## config.mk

```make
export PLATFORM = sky130hd
export DESIGN_NAME = spi_ram_ctrl_flat
export DESIGN_NICKNAME = d
export VERILOG_FILES = /design/src/rtl/spi_ram_ctrl_if.sv /design/src/rtl/spi_ram_ctrl.sv /design/src/flat_wrapper.sv
export SDC_FILE = /design/constraint.sdc
export NUM_CORES = 2
export LEC_CHECK = 0
export BUFFER_PORTS_ARGS = -buffer_cell sky130_fd_sc_hd__buf_2
export CORE_MARGIN = 8
export CORE_UTILIZATION = 57
export CTS_BUF_LIST = sky130_fd_sc_hd__clkbuf_8
export CTS_CLUSTER_DIAMETER = 100
export CTS_CLUSTER_SIZE = 14
export DETAILED_ROUTE_END_ITERATION = 16
export PLACE_DENSITY = 0.78
export SYNTH_ARGS = -nofsm -noshare
export SYNTH_HDL_FRONTEND = slang
export SYNTH_SLANG_ARGS = --single-unit
```

## constraint.sdc

```tcl
create_clock -name clk -period 2.8 [get_ports clk]
set_input_delay 0.28 -clock clk [delete_from_list [all_inputs] [get_ports clk]]
set_output_delay 0.28 -clock clk [all_outputs]
set_load 0.02 [all_outputs]
```

## src/rtl/spi_ram_ctrl_if.sv

```systemverilog
// Bus between the SPI slave shifter and the spi_ram_ctrl memory back end.
// fsm_state mirrors the controller's read FSM for observation.
interface spi_ram_ctrl_if #(
    parameter int DATA_W = 8
);
    // rx_valid qualifies din for one cycle and is never stalled; dout/tx_valid
    // rise together and hold until the first rising edge that sees tx_ready=1.
    logic [DATA_W+1:0] din;
    logic              rx_valid;
    logic              tx_ready;
    logic              rd_ovf_clr;
    logic [DATA_W-1:0] dout;
    logic              tx_valid;
    logic              rd_ovf;
    logic [1:0]        fsm_state;

    modport master (
        output din, rx_valid, tx_ready, rd_ovf_clr,
        input  dout, tx_valid, rd_ovf, fsm_state
    );

    modport slave (
        input  din, rx_valid, tx_ready, rd_ovf_clr,
        output dout, tx_valid, rd_ovf, fsm_state
    );
endinterface

```

## src/rtl/spi_ram_ctrl.sv

```systemverilog
// SPI-slave memory back end: 2-bit opcode decode, DATA_W x MEM_DEPTH array, held read data.
// Optional AUTO_INC_EN: post-increment wr_addr/rd_addr on writes/accepted reads.
module spi_ram_ctrl #(
    parameter int unsigned DATA_W    = 8,
    parameter int unsigned ADDR_W    = 8,
    parameter int unsigned MEM_DEPTH = 256
) (
    input logic           clk,
    input logic           rst_n,
    spi_ram_ctrl_if.slave bus
);
    typedef enum logic [1:0] {
        IDLE = 2'd0,
        RD   = 2'd1,
        TX   = 2'd2
    } state_t;

    state_t            state;
    logic [ADDR_W-1:0] wr_addr;
    logic [ADDR_W-1:0] rd_addr;
    logic [DATA_W-1:0] captured;
    logic [DATA_W-1:0] dout_q;
    logic              tx_valid_q;
    logic              rd_ovf_q;
    logic [DATA_W-1:0] mem [MEM_DEPTH];

    logic [1:0]        opcode;
    logic [DATA_W-1:0] payload;
    logic [ADDR_W-1:0] cmd_addr;
    logic              wr_in_range;
    logic              rd_in_range;
    logic [DATA_W-1:0] rd_word;
    logic              rd_req;

    assign opcode      = bus.din[DATA_W+1:DATA_W];
    assign payload     = bus.din[DATA_W-1:0];
    assign cmd_addr    = payload[ADDR_W-1:0];
    assign wr_in_range = 32'(wr_addr) < MEM_DEPTH;
    assign rd_in_range = 32'(rd_addr) < MEM_DEPTH;
    assign rd_word     = rd_in_range ? mem[rd_addr] : '0;
    assign rd_req      = bus.rx_valid && (opcode == 2'b11);

    assign bus.dout      = dout_q;
    assign bus.tx_valid  = tx_valid_q;
    assign bus.rd_ovf    = rd_ovf_q;
    assign bus.fsm_state = state;

    // Wrap is modulo MEM_DEPTH, so an odd-sized array never addresses its holes.
    function automatic logic [ADDR_W-1:0] inc_addr(input logic [ADDR_W-1:0] a);
        if (32'(a) >= MEM_DEPTH - 1) return '0;
        return a + 1'b1;
    endfunction

    // The array is deliberately outside reset so contents survive rst_n.
    always_ff @(posedge clk) begin
        if (bus.rx_valid && (opcode == 2'b01) && wr_in_range)
            mem[wr_addr] <= payload;
    end

    always_ff @(posedge clk or negedge rst_n) begin
        if (!rst_n) begin
            state      <= IDLE;
            wr_addr    <= '0;
            rd_addr    <= '0;
            captured   <= '0;
            dout_q     <= '0;
            tx_valid_q <= 1'b0;
            rd_ovf_q   <= 1'b0;
        end else begin
            // Clear first so a same-cycle overrun below takes priority.
            if (bus.rd_ovf_clr) rd_ovf_q <= 1'b0;

            if (bus.rx_valid) begin
                case (opcode)
                    2'b00: wr_addr <= cmd_addr;
                    2'b01: begin
`ifdef AUTO_INC_EN
                        wr_addr <= inc_addr(wr_addr);
`endif
                    end
                    2'b10: rd_addr <= cmd_addr;
                    default: if (state != IDLE) rd_ovf_q <= 1'b1;
                endcase
            end

            case (state)
                IDLE: begin
                    if (rd_req) begin
                        captured <= rd_word;
`ifdef AUTO_INC_EN
                        rd_addr  <= inc_addr(rd_addr);
`endif
                        state    <= RD;
                    end
                end
                RD: begin
                    dout_q     <= captured;
                    tx_valid_q <= 1'b1;
                    state      <= TX;
                end
                TX: begin
                    if (bus.tx_ready) begin
                        tx_valid_q <= 1'b0;
                        state      <= IDLE;
                    end
                end
                default: state <= IDLE;
            endcase
        end
    end
endmodule
```

## src/flat_wrapper.sv

```systemverilog
// flat-port wrapper written by rule: the top's interface ports become plain ports
module spi_ram_ctrl_flat 
#(
    parameter int unsigned DATA_W    = 8,
    parameter int unsigned ADDR_W    = 8,
    parameter int unsigned MEM_DEPTH = 256
)
  (clk, rst_n, bus_din, bus_rx_valid, bus_tx_ready, bus_rd_ovf_clr, bus_dout, bus_tx_valid, bus_rd_ovf, bus_fsm_state);
  spi_ram_ctrl_if #(.DATA_W(DATA_W)) bus_i ();
  input logic clk;
  input logic rst_n;
  input wire logic [$bits(bus_i.din)-1:0] bus_din;
  input wire logic [$bits(bus_i.rx_valid)-1:0] bus_rx_valid;
  input wire logic [$bits(bus_i.tx_ready)-1:0] bus_tx_ready;
  input wire logic [$bits(bus_i.rd_ovf_clr)-1:0] bus_rd_ovf_clr;
  output wire logic [$bits(bus_i.dout)-1:0] bus_dout;
  output wire logic [$bits(bus_i.tx_valid)-1:0] bus_tx_valid;
  output wire logic [$bits(bus_i.rd_ovf)-1:0] bus_rd_ovf;
  output wire logic [$bits(bus_i.fsm_state)-1:0] bus_fsm_state;
  assign bus_i.din = bus_din;
  assign bus_i.rx_valid = bus_rx_valid;
  assign bus_i.tx_ready = bus_tx_ready;
  assign bus_i.rd_ovf_clr = bus_rd_ovf_clr;
  assign bus_dout = bus_i.dout;
  assign bus_tx_valid = bus_i.tx_valid;
  assign bus_rd_ovf = bus_i.rd_ovf;
  assign bus_fsm_state = bus_i.fsm_state;
  spi_ram_ctrl #(.DATA_W(DATA_W), .ADDR_W(ADDR_W), .MEM_DEPTH(MEM_DEPTH)) u_core (.clk(clk), .rst_n(rst_n), .bus(bus_i));
endmodule
```

# Word level (Yosys, flattened, before mapping)
# Memories as Yosys holds them, arrays and structs flattened. A register that Yosys moved wholly into a read port is not among the register bits.
# Index checks and enable logic that the tools add are counted.
# totals
n_memories	1
regBits	28
word_cells	38
ram_bits	2048
# memory_table
memory	words	word_bits	read_ports	rd_ports_with_merged_regs	wr	line_no	rtl
u_core.mem	256	8	1	1	1	spi_ram_ctrl.sv:25	logic [DATA_W-1:0] mem [MEM_DEPTH];
# op_classes
mux	11
n_reduce_logical	13
n_eq_ne	7
# op_table
op	count
AND reduction 2 bit	5
2-to-1 mux 1 bit	7
== test 2 bit, second input constant	3
one-hot mux 2 bit (3 select lines)	1
== test 2 x 1 -> 1 bit, second input constant	2
logical NOT 2 bit	2
2-to-1 mux 2 bit	2
nonzero test 2 bit	2
OR reduction 3 bit	1
logical AND 1 bit	2
inequality test 2 x 1 -> 1 bit, second input constant	1
inequality test 2 bit, second input constant	1
one-hot mux 1 bit (2 select lines)	1
logical NOT 1 bit	1

# Depth between registers and ports, before layout
# depth
ltp_word	4
depth_mapped	13
depth_no_buf	7

# Worst setup path before layout
# No wires, ideal clock.
# synth_timing
path_kind	register -> register
start	register u_core.wr_addr[2]
end	memory u_core.mem[235][0] (enable)
period_less_slack_ns	2.345
arrival_time_ns	1.975
path_buffers	4
stages_incl_launch_ff	9
setup_time_ns	0.370
path_slack_ns	0.455
t_required_ns	2.430
cell_sequence	dfrtp_1 -> clkbuf_1 -> nor2b_1 -> clkbuf_1 -> nand3_1 -> or3_1 -> clkbuf_1 -> clkbuf_1 -> nor2_1
# synth_rtl
element	line_no	rtl
from (decl)	spi_ram_ctrl.sv:19	logic [ADDR_W-1:0] wr_addr;
from (signal assigned)	spi_ram_ctrl.sv:75	2'b00: wr_addr <= cmd_addr;
to (decl)	spi_ram_ctrl.sv:25	
# Straight into the memory's write port.

==> metrics list <==
* Status: complete, but fails checks
* Violated checks: negative setup slack
- Max VDD drop: ~570 uV
- After the first detailed-routing iteration, the DRC count stood at 7533.
- During I/O placement, the number of pins put on the boundary was 27.
- Via count of the first global-routing pass: 44647
- The worst setup path is launched from a flop.
- Once routing completed, OpenROAD measured the worst setup slack at -0.125 ns.
- Die Span Y: 394 um
- The filler cells instantiated in the layout total between 8000 and 9000.
- Proportion of total power due to net switching: 27.1%
* Setup repair after global routing missed its margin: true
* Register share of total power: 55.7%
- Count of TritonRoute iterations in the first routing pass: 12
- Post-synthesis register bit count: 2084
- R2R Path End: u_core.captured[1]
- Least-Margin Pin Slew: around 0.87 ns
- Maximum number of pins on one net before global-route repair: 95
- In this run the horizontal extent of the chip is slightly below 400 um.
- Total GRT Usage: 27.5%
- In the final design database the tool counted 4834 nets.
- The design draws ~62 mW.
- The worst register-to-register path has a setup slack of -0.12 ns.
* Final WL: between 200000 and 250000 um
* Sink Count: 2084
- After synthesis, the share of flip-flops with an asynchronous set or reset is 1.73%.
* Multi-input gate area in the final layout: 18400 um^2
- Share of layout cells above drive strength 1: 30.7%
- Counting every net in the synthesized netlist gives 4105.
* Arrival time worst endpoint: ~3.8 ns
- Based on the critical path, the design can be clocked at up to 342 MHz.
- Yosys mapped the design onto around 70 distinct sky130hd cell types.
- Headroom to the max-slew limit came out at about 42%.
- # rows: 139
- The H-tree generated during clock tree synthesis spans 4 levels.
- STA classifies the critical path endpoint as a flop.
* Count leader, synth: sky130_fd_sc_hd__edfxtp_1
* Worst min-delay path class: input port to flop
- Top cells by count, synth: sky130_fd_sc_hd__edfxtp_1, sky130_fd_sc_hd__mux2i_1, sky130_fd_sc_hd__mux4_2
* Data required time at the worst endpoint: ~3.7 ns
* Largest buffer count on any clock path: 3
- Following the worst setup path forward leads to its endpoint at u_core.captured[1].
* Total vias in the final route: 45510
- The initial utilization of the core area, before any placement, comes to between 50% and 60%.
* Syn-to-layout area delta: 14.6%
- DRC violations left: 0
* Reg area: 62400 um^2
* Post-Place Worst Slack: -0.635 ns
- The most critical setup path has its startpoint at u_core.rd_addr[0].
* Clock slew at the register clock pins of the worst setup and hold paths: 0.10 ns
- Cell internal power was estimated by the tool at 45.5 mW.
* Clk_lat worst skew: 0.96 ns
- Fraction of post-synthesis cell area in the top cell type by area: 75.4%
- Across the run, the number of max-cap violations was 0.
- For this design the static power due to leakage is approximately 30 nW.
- Number of antenna violations at the first check in global routing: 5
- Final worst path period need: slightly below 3 ns
* Fraction of the yosys area taken by sequential cells: 76.5%
- Dividing the detail-routed wire length by the instance count gives 32.3 um.
- For this run, the leading register cell type out of synthesis is sky130_fd_sc_hd__edfxtp_1.
- The HPWL after detailed placement is 141000 um.
- Worst setup path class: flop to flop
* Area of the mapped netlist: 81600 um^2
* Clock tree from TritonCTS: built
- The largest total area in the synthesized netlist belongs to sky130_fd_sc_hd__edfxtp_1.
* Power Dens Cells: 668 nW/um^2
- After floorplanning, the core was sized to cover 143000 um^2.
* Weighted congestion reported at the end of routability-driven placement: 0.928
- The final max-slew violation count was 0.
* Die ar.: roughly 160000 um^2
- Along the worst path, the maximum fanout reaches 13.
- During synthesis, Yosys emitted a total of 0 warnings.
* Average cell area after synthesis: approximately 20 um^2
- In the synthesized netlist, the number of instances is 4090.
- Ratio of final minimum period to clock period: 104%
- For the worst flop-to-flop path, the logic depth is 12.
- Clock skew on the completed layout was measured at 0.0676 ns.
- Combinational logic burns between 20% and 30% of the power.
- In the routed layout, each cell is associated on average with a via count of 6.72.
- Remaining global-route overflow: 0
* Root buffer cell: sky130_fd_sc_hd__clkbuf_8
* Worst hold slack: 0.185 ns
* Wire length of the first global-routing pass: between 300000 and 400000 um
- Net load switching power: roughly 17 mW
- Setup violations remaining at the end of the flow were counted as 8.
- Share of total power in the clock network: between 20% and 30%
- Yosys mapped a number of flops with a built-in enable equal to 2048.
- IO buf count: 26
* Remaining number of nets flagged by the antenna check after routing: 0
- Leading post-synthesis cells by cell area: sky130_fd_sc_hd__edfxtp_1, sky130_fd_sc_hd__mux4_2, sky130_fd_sc_hd__mux2i_1, sky130_fd_sc_hd__nor2_1, sky130_fd_sc_hd__dfrtp_1
- CTS Buf Count: 167
- The final-report hold violation count was 0.
* R2r startpoint: u_core.rd_addr[0]
stage by stage:
| step | area, um^2 | util (%) | instances | setup TNS [ns] |
|---|---|---|---|---|
| 2_1_floorplan | 81600 | - | 4090 | 0 |
| 6_report | 93500 | 65.5 | 6777 | -0.609 |
| 4_1_cts | 92800 | 65.0 | 6747 | -0.0374 |
| 3_3_place_gp | 88700 | 62.1 | 6470 | -2.07 |
| 5_1_grt | 93500 | 65.5 | 6775 | -0.942 |
| 3_5_place_dp | 88700 | 62.1 | 6470 | -2.45 |
per-layer routing:
layer / vias up / GRT usage (%) / part of all wire (%)
li1: 18178 / - / -
met1: 23076 / 37.1 / 35
met2: 3631 / 42.6 / 47
met3: 619 / 6.71 / 13
met4: 6 / 12.9 / 5.4
met5: - / 0 / 0.016
cell families after synthesis:
kind of cell	Yosys count	share of synthesized area, %
AOI/OAI and AO/OA	457	3.98
and+or+nand+nor	555	2.94
buffers and inverters	257	2.29
muxes	737	14.3
DFF	2084	76.5
layout by cell type, fill, tap and decap left out, types with 10 or more instances in the layout:
master / n
sky130_fd_sc_hd__o221ai_1: 57
sky130_fd_sc_hd__dlygate4sd3_1: 16
sky130_fd_sc_hd__nand2_1: 117
sky130_fd_sc_hd__buf_16: 11
sky130_fd_sc_hd__o21ai_1: 21
sky130_fd_sc_hd__clkbuf_8: 176
sky130_fd_sc_hd__mux4_1: 12
sky130_fd_sc_hd__dfrtp_1: 32
sky130_fd_sc_hd__buf_4: 640
sky130_fd_sc_hd__mux2i_2: 14
sky130_fd_sc_hd__buf_12: 85
sky130_fd_sc_hd__nand3_1: 36
sky130_fd_sc_hd__a211oi_1: 22
sky130_fd_sc_hd__o22ai_1: 94
sky130_fd_sc_hd__nand4_1: 14
sky130_fd_sc_hd__buf_6: 21
sky130_fd_sc_hd__a22oi_1: 33
sky130_fd_sc_hd__edfxtp_1: 2048
sky130_fd_sc_hd__nor2b_1: 10
sky130_fd_sc_hd__inv_1: 41
sky130_fd_sc_hd__mux2i_1: 360
sky130_fd_sc_hd__a221oi_1: 18
sky130_fd_sc_hd__nor2_1: 290
sky130_fd_sc_hd__or3_1: 10
sky130_fd_sc_hd__buf_2: 18
sky130_fd_sc_hd__mux2_2: 26
sky130_fd_sc_hd__a21oi_1: 47
sky130_fd_sc_hd__mux4_2: 322
sky130_fd_sc_hd__a22oi_2: 15
sky130_fd_sc_hd__o21ai_0: 21
sequential cells by signal (all words and copies together) (netlist names):
name and flops:
u_core.mem 2048, u_core.bus.dout 8, u_core.captured 8, u_core.rd_addr 8, u_core.wr_addr 8, u_core.bus.fsm_state 2
u_core.bus.rd_ovf 1, u_core.bus.tx_valid 1
worst max-delay path, cell delays in order (launching register included):
cell                       delay [ns]
sky130_fd_sc_hd__dfrtp_4         0.56
sky130_fd_sc_hd__buf_6           0.15
sky130_fd_sc_hd__buf_12          0.16
sky130_fd_sc_hd__buf_16          0.17
sky130_fd_sc_hd__buf_12          0.16
sky130_fd_sc_hd__mux2i_2         0.18
sky130_fd_sc_hd__o221ai_2        0.34
sky130_fd_sc_hd__a21oi_4         0.15
sky130_fd_sc_hd__buf_6           0.15
sky130_fd_sc_hd__a311oi_2        0.27
sky130_fd_sc_hd__o21ai_1         0.13
sky130_fd_sc_hd__buf_4           0.18
sky130_fd_sc_hd__o31ai_4         0.22
cell type report:
class	count	share of cell area, %
diodes	3	0.00803
clock buffers	168	2.47
clock inverters	53	0.331
inverters	7	0.0308
multi-input cells	1749	19.6
flip-flops and latches	2084	66.8
well taps	1903	2.55
repair buffers	810	8.19
what timing repair did:
action / in CTS / in global routing
pin swaps: 40 / 48
hold buffers: 17 / 0
buffers inserted: 34 / 30
endpoints found under the setup margin: 8 / 8
resized for setup: 176 / 90
gates cloned: 9 / 1
endpoints found under the hold margin: 442 / 0
worst min path at each step:
stage | start | to | slack [ns] | cells after the start
2_1_floorplan | rst_n | u_core.bus.dout[0] | -0.02 | 0
3_3_place_gp | rst_n | u_core.bus.dout[7] | 0.40 | 1
3_5_place_dp | rst_n | u_core.bus.dout[7] | 0.40 | 1
4_1_cts | bus_din[9] | u_core.mem[138][0] | 0.08 | 5
5_1_grt | bus_din[9] | u_core.mem[138][1] | 0.15 | 5
6_report | bus_tx_ready | u_core.bus.fsm_state[1] | 0.18 | 5
power groups by stage:
stage               Combinational, mW  Clock (mW)  Sequential [mW]
CTS                              12.0        15.2             34.7
finish                           12.6        15.1             34.8
global route                     13.0        16.2             34.8
global placement                 10.9           0             35.4
floorplan                        6.17           0             35.3
detailed placement               11.1           0             35.4
Power figures use the tool's default switching activity.
